<file path="config.mk">
export PLATFORM = sky130hd
export DESIGN_NAME = boton_eventos_flat
export DESIGN_NICKNAME = d
export VERILOG_FILES = /design/src/rtl/boton_eventos_if.sv /design/src/rtl/boton_eventos.sv /design/src/flat_wrapper.sv
export SDC_FILE = /design/constraint.sdc
export NUM_CORES = 1
export LEC_CHECK = 0
export BUFFER_PORTS_ARGS = -buffer_cell sky130_fd_sc_hd__buf_2
export CAP_MARGIN = 20
export CORE_UTILIZATION = 55
export CTS_BUF_LIST = sky130_fd_sc_hd__clkbuf_16
export CTS_CLUSTER_SIZE = 28
export DETAILED_ROUTE_END_ITERATION = 12
export PLACE_DENSITY = 0.72
export SETUP_SLACK_MARGIN = 0.5
export SKIP_LAST_GASP = 1
export SYNTH_ARGS = -nofsm -noshare
export SYNTH_HDL_FRONTEND = slang
export SYNTH_SLANG_ARGS = --single-unit
</file>
<file path="constraint.sdc">
create_clock -name clk -period 3 [get_ports clk]
set_input_delay 0.3 -clock clk [delete_from_list [all_inputs] [get_ports clk]]
set_output_delay 0.3 -clock clk [all_outputs]
set_load 0.05 [all_outputs]
</file>
<file path="src/rtl/boton_eventos_if.sv">
// Button-level inputs and event outputs of boton_eventos, grouped as one bundle.
// The debounce side acts as master; boton_eventos is the slave.
interface boton_eventos_if;
  logic reset_db, test_db, action_db, cancel_db, left_db, right_db;
  logic reset_long, test_long, test_short;
  logic action_press, cancel_press, left_press, right_press;
  logic reset_pending;

  modport master (
    output reset_db, test_db, action_db, cancel_db, left_db, right_db,
    input  reset_long, test_long, test_short, action_press, cancel_press,
           left_press, right_press, reset_pending
  );
  modport slave (
    input  reset_db, test_db, action_db, cancel_db, left_db, right_db,
    output reset_long, test_long, test_short, action_press, cancel_press,
           left_press, right_press, reset_pending
  );
endinterface

</file>
<file path="src/rtl/boton_eventos.sv">
// Debounced button levels -> one-cycle events (press / long-hold / short-release).
// Optional left/right auto-repeat is enabled by defining BOTON_REPEAT_EN.

// Hold FSM for one button. aux is the short-release pulse when SHORT_EV=1,
// otherwise the COUNT-state level.
module boton_hold #(
  parameter int unsigned HOLD_CYCLES = 250_000_000,
  parameter int unsigned CNT_W       = 28,
  parameter bit          SHORT_EV    = 1'b0
)(
  input  logic clk,
  input  logic rst_n,
  input  logic btn,
  input  logic mask,
  output logic long_p,
  output logic aux
);
  typedef enum logic [1:0] {IDLE, COUNT, WAIT_REL} st_t;
  st_t              st;
  logic [CNT_W-1:0] cnt;

  always_ff @(posedge clk or negedge rst_n) begin
    if (!rst_n) begin
      st     <= WAIT_REL;
      cnt    <= '0;
      long_p <= 1'b0;
      aux    <= 1'b0;
    end else begin
      long_p <= 1'b0;
      aux    <= 1'b0;
      case (st)
        IDLE: if (btn) begin
          st  <= COUNT;
          cnt <= CNT_W'(1);
          if (!SHORT_EV) aux <= 1'b1;
        end
        COUNT: begin
          if (!btn) begin
            st  <= IDLE;
            cnt <= '0;
            if (SHORT_EV) aux <= ~mask;
          end else if (cnt == CNT_W'(HOLD_CYCLES - 1)) begin
            // Counter stops here; WAIT_REL holds it until release.
            st     <= WAIT_REL;
            long_p <= ~mask;
          end else begin
            cnt <= cnt + 1'b1;
            if (!SHORT_EV) aux <= 1'b1;
          end
        end
        WAIT_REL: if (!btn) begin
          st  <= IDLE;
          cnt <= '0;
        end
        default: st <= IDLE;
      endcase
    end
  end
endmodule

module boton_eventos #(
  parameter int unsigned HOLD_CYCLES   = 250_000_000,
  parameter int unsigned REPEAT_DELAY  = 25_000_000,
  parameter int unsigned REPEAT_PERIOD = 10_000_000,
  parameter int unsigned CNT_W         = 28
)(
  input  logic            clk,
  input  logic            rst_n,
  boton_eventos_if.slave  bus
);
  localparam int NUM_HOLD = 2;

  // The reset FSM is in COUNT/WAIT_REL after an edge exactly when reset_db
  // was sampled high at that edge, so the raw level is the registered mask.
  logic mask;
  assign mask = bus.reset_db;

  logic [NUM_HOLD-1:0] hold_btn, hold_mask, hold_long, hold_aux;
  assign hold_btn  = {bus.test_db, bus.reset_db};
  assign hold_mask = {mask, 1'b0};

  generate
    for (genvar i = 0; i < NUM_HOLD; i++) begin : g_hold
      boton_hold #(
        .HOLD_CYCLES (HOLD_CYCLES),
        .CNT_W       (CNT_W),
        .SHORT_EV    (i == 1)
      ) u_hold (
        .clk    (clk),
        .rst_n  (rst_n),
        .btn    (hold_btn[i]),
        .mask   (hold_mask[i]),
        .long_p (hold_long[i]),
        .aux    (hold_aux[i])
      );
    end
  endgenerate

  assign bus.reset_long    = hold_long[0];
  assign bus.reset_pending = hold_aux[0];
  assign bus.test_long     = hold_long[1];
  assign bus.test_short    = hold_aux[1];

  // Press buttons: [3]=action [2]=cancel [1]=left [0]=right
  logic [3:0] btn4, prev, rise;
  logic [1:0] lr_in, rep;
  logic       both;
  assign btn4  = {bus.action_db, bus.cancel_db, bus.left_db, bus.right_db};
  assign rise  = btn4 & ~prev;
  assign lr_in = btn4[1:0];
  assign both  = rise[1] & rise[0];

`ifdef BOTON_REPEAT_EN
  generate
    for (genvar i = 0; i < 2; i++) begin : g_rep
      logic [CNT_W-1:0] rcnt, tgt;
      logic             phase, blk;
      assign tgt    = phase ? CNT_W'(REPEAT_PERIOD - 1) : CNT_W'(REPEAT_DELAY - 1);
      assign rep[i] = lr_in[i] & ~rise[i] & ~blk & (rcnt == tgt);

      always_ff @(posedge clk or negedge rst_n) begin
        if (!rst_n) begin
          rcnt  <= '0;
          phase <= 1'b0;
          blk   <= 1'b0;
        end else if (!lr_in[i]) begin
          rcnt  <= '0;
          phase <= 1'b0;
          blk   <= 1'b0;
        end else if (rise[i]) begin
          // An ambiguous double press locks this direction until release.
          rcnt  <= CNT_W'(1);
          phase <= 1'b0;
          blk   <= both;
        end else if (!blk) begin
          if (rcnt == tgt) begin
            rcnt  <= '0;
            phase <= 1'b1;
          end else begin
            rcnt <= rcnt + 1'b1;
          end
        end
      end
    end
  endgenerate
`else
  assign rep = '0;
`endif

  always_ff @(posedge clk or negedge rst_n) begin
    if (!rst_n) begin
      prev             <= '1;
      bus.action_press <= 1'b0;
      bus.cancel_press <= 1'b0;
      bus.left_press   <= 1'b0;
      bus.right_press  <= 1'b0;
    end else begin
      prev             <= btn4;
      bus.action_press <= rise[3] & ~mask;
      bus.cancel_press <= rise[2] & ~mask;
      bus.left_press   <= ((rise[1] & ~both) | rep[1]) & ~mask;
      bus.right_press  <= ((rise[0] & ~both) | rep[0]) & ~mask;
    end
  end
endmodule

</file>
<file path="src/flat_wrapper.sv">
// flat-port wrapper written by rule: the top's interface ports become plain ports
module boton_eventos_flat 
#(
  parameter int unsigned HOLD_CYCLES   = 250_000_000,
  parameter int unsigned REPEAT_DELAY  = 25_000_000,
  parameter int unsigned REPEAT_PERIOD = 10_000_000,
  parameter int unsigned CNT_W         = 28
)
  (clk, rst_n, bus_reset_db, bus_test_db, bus_action_db, bus_cancel_db, bus_left_db, bus_right_db, bus_reset_long, bus_test_long, bus_test_short, bus_action_press, bus_cancel_press, bus_left_press, bus_right_press, bus_reset_pending);
  boton_eventos_if bus_i ();
  input  logic clk;
  input  logic rst_n;
  input wire logic [$bits(bus_i.reset_db)-1:0] bus_reset_db;
  input wire logic [$bits(bus_i.test_db)-1:0] bus_test_db;
  input wire logic [$bits(bus_i.action_db)-1:0] bus_action_db;
  input wire logic [$bits(bus_i.cancel_db)-1:0] bus_cancel_db;
  input wire logic [$bits(bus_i.left_db)-1:0] bus_left_db;
  input wire logic [$bits(bus_i.right_db)-1:0] bus_right_db;
  output wire logic [$bits(bus_i.reset_long)-1:0] bus_reset_long;
  output wire logic [$bits(bus_i.test_long)-1:0] bus_test_long;
  output wire logic [$bits(bus_i.test_short)-1:0] bus_test_short;
  output wire logic [$bits(bus_i.action_press)-1:0] bus_action_press;
  output wire logic [$bits(bus_i.cancel_press)-1:0] bus_cancel_press;
  output wire logic [$bits(bus_i.left_press)-1:0] bus_left_press;
  output wire logic [$bits(bus_i.right_press)-1:0] bus_right_press;
  output wire logic [$bits(bus_i.reset_pending)-1:0] bus_reset_pending;
  assign bus_i.reset_db = bus_reset_db;
  assign bus_i.test_db = bus_test_db;
  assign bus_i.action_db = bus_action_db;
  assign bus_i.cancel_db = bus_cancel_db;
  assign bus_i.left_db = bus_left_db;
  assign bus_i.right_db = bus_right_db;
  assign bus_reset_long = bus_i.reset_long;
  assign bus_test_long = bus_i.test_long;
  assign bus_test_short = bus_i.test_short;
  assign bus_action_press = bus_i.action_press;
  assign bus_cancel_press = bus_i.cancel_press;
  assign bus_left_press = bus_i.left_press;
  assign bus_right_press = bus_i.right_press;
  assign bus_reset_pending = bus_i.reset_pending;
  boton_eventos #(.HOLD_CYCLES(HOLD_CYCLES), .REPEAT_DELAY(REPEAT_DELAY), .REPEAT_PERIOD(REPEAT_PERIOD), .CNT_W(CNT_W)) u_core (.clk(clk), .rst_n(rst_n), .bus(bus_i));
endmodule
</file>
==> reports/results.ini <==
[cells_and_area]
seq_area_mm2=0.00181
most-common-layout-cells=dfrtp_1, nand2_1, o21ai_0
area_growth_pct=10.1
multi_input_comb_area_mm2=0.00227
instances_no_fill=590
stdcell_area_mm2=0.00472
drive_above_1_share_pct=13.6
diodes=0
fillers=607
nets=504
final_common_cell=dfrtp_1

[synth]
synthXorXnorAreaFrac_pct=0.204
synthesis.area_mm2=0.00429
synth_fa_ha_area_share_pct=2.92
synth_cells=476
yosysWarningCount=0
synth-simple-area-share_pct=24.9
ys_seq_area_share_pct=42.2
ys.flop_type=dfrtp_1
synth_compound_area_share_pct=23.3
synthArstFlopShare_pct=100
synthMuxAreaShare_pct=0.759
synth_fp_nets=494
synth_edf_count=0
synth_cell_type_count=66
ys_ff_latch=72
synth_top_family_by_area=simple AND/OR/NAND/NOR gates
avgSynthCellArea_um2=9.01

[route]
wirelength_um=10400
wl_per_cell_um=17.7
antenna_left=0
num_vias=3852
drcViolationCount=0
dr.pass1.iters=5
first_iter_violations=284
vias_per_cell=6.53

[sta]
max_slew_margin_pct=40.8
fmax_ghz=0.417
finalSetupViolations=0
finalCriticalPeriod_ns=2.40
worst_pin_slew_ns=0.889
maxSlewViolCount=0
min_period_over_period_pct=79.9
finalHoldViolCount=0
tns_ns=0
clock_skew_ns=0.00604
layout_setup_ws_ns=0.603
rsz0062_at_grt=false

[min_path]
worst_hold_path_type=in2reg
holdPathStages=1

[clock_tree]
clock_sinks=72
cts_tree=yes
clkTransAtPathRegs_ns=0.06
cts_made_buffers=9
clockBufferDepth=2
root_buffer=clkbuf_16
cts_max_level=3
worstSkewPairLatency_ns=0.34

[floorplanning]
die_area_mm2=0.00815
start_util_pct=57.9
pin_count=16
num_rows=31
die_h_um=90.3
core-area_mm2=0.00741
die_x_um=90.3

[status]
status=complete, no violations

[global_route]
grt_max_degree=73
grt_pass1_vias=3677
grt_usage_pct=27.0
antenna_found_initial=0
grt_pass1_wl_um=17600
gr-total-overflow=0

[placement]
dpl-instance-area_mm2=0.00435
place_ws_ns=0.536
place_congestion=0.889
io_buffers=15
dp.cells=568
dp_hpwl_um=6880

[setup_path]
path_class=reg2reg
rr_worst_depth=5
critPathLaunchType=register
worstSetupEndpointType=register
cp.arrival_ns=2.67
crit_required_ns=3.27
crit_fanout=8

[power]
p_leak_nw=1.97
irDropWorstVdd_v=0.000403
power_per_cell_area_mw_per_mm2=585

[job]
maxCapViolations=0

## cell families (layout without fill, tap and decap cells)
kind of cell	after synthesis	after routing
DFF	72	72
muxes	3	3
and+or+nand+nor	192	192
buffers and inverters	42	57
AOI/OAI and AO/OA	156	156
adders and majority gates	10	10
xor gates and xnor gates	1	1
## per-stage QoR
stage	hold WS, ns	power, W	util, %
finish	0.0678	0.00276	63.7
global route	0.0668	0.00288	63.7
global placement	0.414	0.00168	58.7
detailed placement	0.416	0.00170	58.7
floorplan	0.00441	0.00155	-
CTS	0.0647	0.00273	62.5
## critical path, stage by stage, from the launching register on
cell and delay (ns):
dfrtp_1 0.45, or4b_1 0.57, nor4_1 0.65, a21boi_0 0.26
o31a_1 0.32, nand2_1 0.07
## power breakdown
part | switching, W | internal [W]
Combinational | 0.000431 | 0.000221
Sequential | 0.0000551 | 0.00102
Clock | 0.000402 | 0.000629
Total | 0.000888 | 0.00187
## flip-flops by register name, summed over array words and instances, names as in the netlist
name and cells:
u_core.bus.action_press 1, u_core.bus.cancel_press 1, u_core.bus.left_press 1, u_core.bus.right_press 1
u_core.g_hold.u_hold.aux 2, u_core.g_hold.u_hold.cnt 56, u_core.g_hold.u_hold.long_p 2, u_core.g_hold.u_hold.st 4
u_core.prev 4
## worst paths after layout
path | endpoint | slack (ns) | startpoint
setup / recovery | u_core.g_hold[1].u_hold.st[0]$_DFFE_PN0P_ | 0.60 | u_core.g_hold[1].u_hold.cnt[16]$_DFFE_PN0P_
hold / removal | u_core.prev[2]$_DFF_PN1_ | 0.07 | bus_cancel_db
setup reg to reg | u_core.g_hold[1].u_hold.st[0]$_DFFE_PN0P_ | 0.60 | u_core.g_hold[1].u_hold.cnt[16]$_DFFE_PN0P_
hold reg to reg | u_core.g_hold[1].u_hold.cnt[5]$_DFFE_PN0P_ | 0.50 | u_core.g_hold[1].u_hold.cnt[5]$_DFFE_PN0P_
max in group asynchronous | u_core.g_hold[1].u_hold.cnt[3]$_DFFE_PN0P_ | 2.34 | rst_n
min in group asynchronous | u_core.g_hold[0].u_hold.long_p$_DFF_PN0_ | 0.09 | rst_n
## Yosys cell counts, drive strengths merged, types with 9 or more instances
| cell type | instances | area share, % |
|---|---|---|
| dfrtp | 66 | 39 |
| nand2 | 47 | 4.1 |
| o21ai | 44 | 5.1 |
| a31oi | 31 | 4.5 |
| nand3 | 29 | 3.4 |
| nor2 | 23 | 2.2 |
| a21oi | 22 | 2.6 |
| clkbuf | 20 | 2.5 |
| nand4 | 18 | 2.6 |
| o31ai | 18 | 3.2 |
| inv | 13 | 1.1 |
| nor3 | 13 | 1.9 |
| and3 | 11 | 1.6 |
| and2 | 10 | 1.5 |
| ha | 10 | 2.9 |
| a41oi | 9 | 1.8 |
| nor4 | 9 | 1.7 |
## repair_timing
item / 4_1_cts / 5_1_grt
resized for setup: 0 / 7
setup endpoints to repair: 0 / 45
hold endpoints to repair: 0 / 0
buffers inserted: 0 / 6
hold buffers: 0 / 0
## layer usage
metal	GRT usage (%)	wire length, um	vias to the layer above
li1	-	-	1837
met1	33.9	4470	1863
met2	45.6	5110	131
met3	4.55	583	21
met4	12.2	262	0
met5	0	0	-
## layout make-up
| class | instances | share of cell area (%) |
|---|---|---|
| clock buffers | 9 | 4.77 |
| clock inverters | 7 | 1.17 |
| inverters | 13 | 1.03 |
| multi-input cells | 362 | 48.1 |
| flip-flops and latches | 72 | 38.3 |
| well taps | 99 | 2.62 |
| repair buffers | 28 | 3.98 |
No activity file was read; power rests on OpenSTA's default activity.
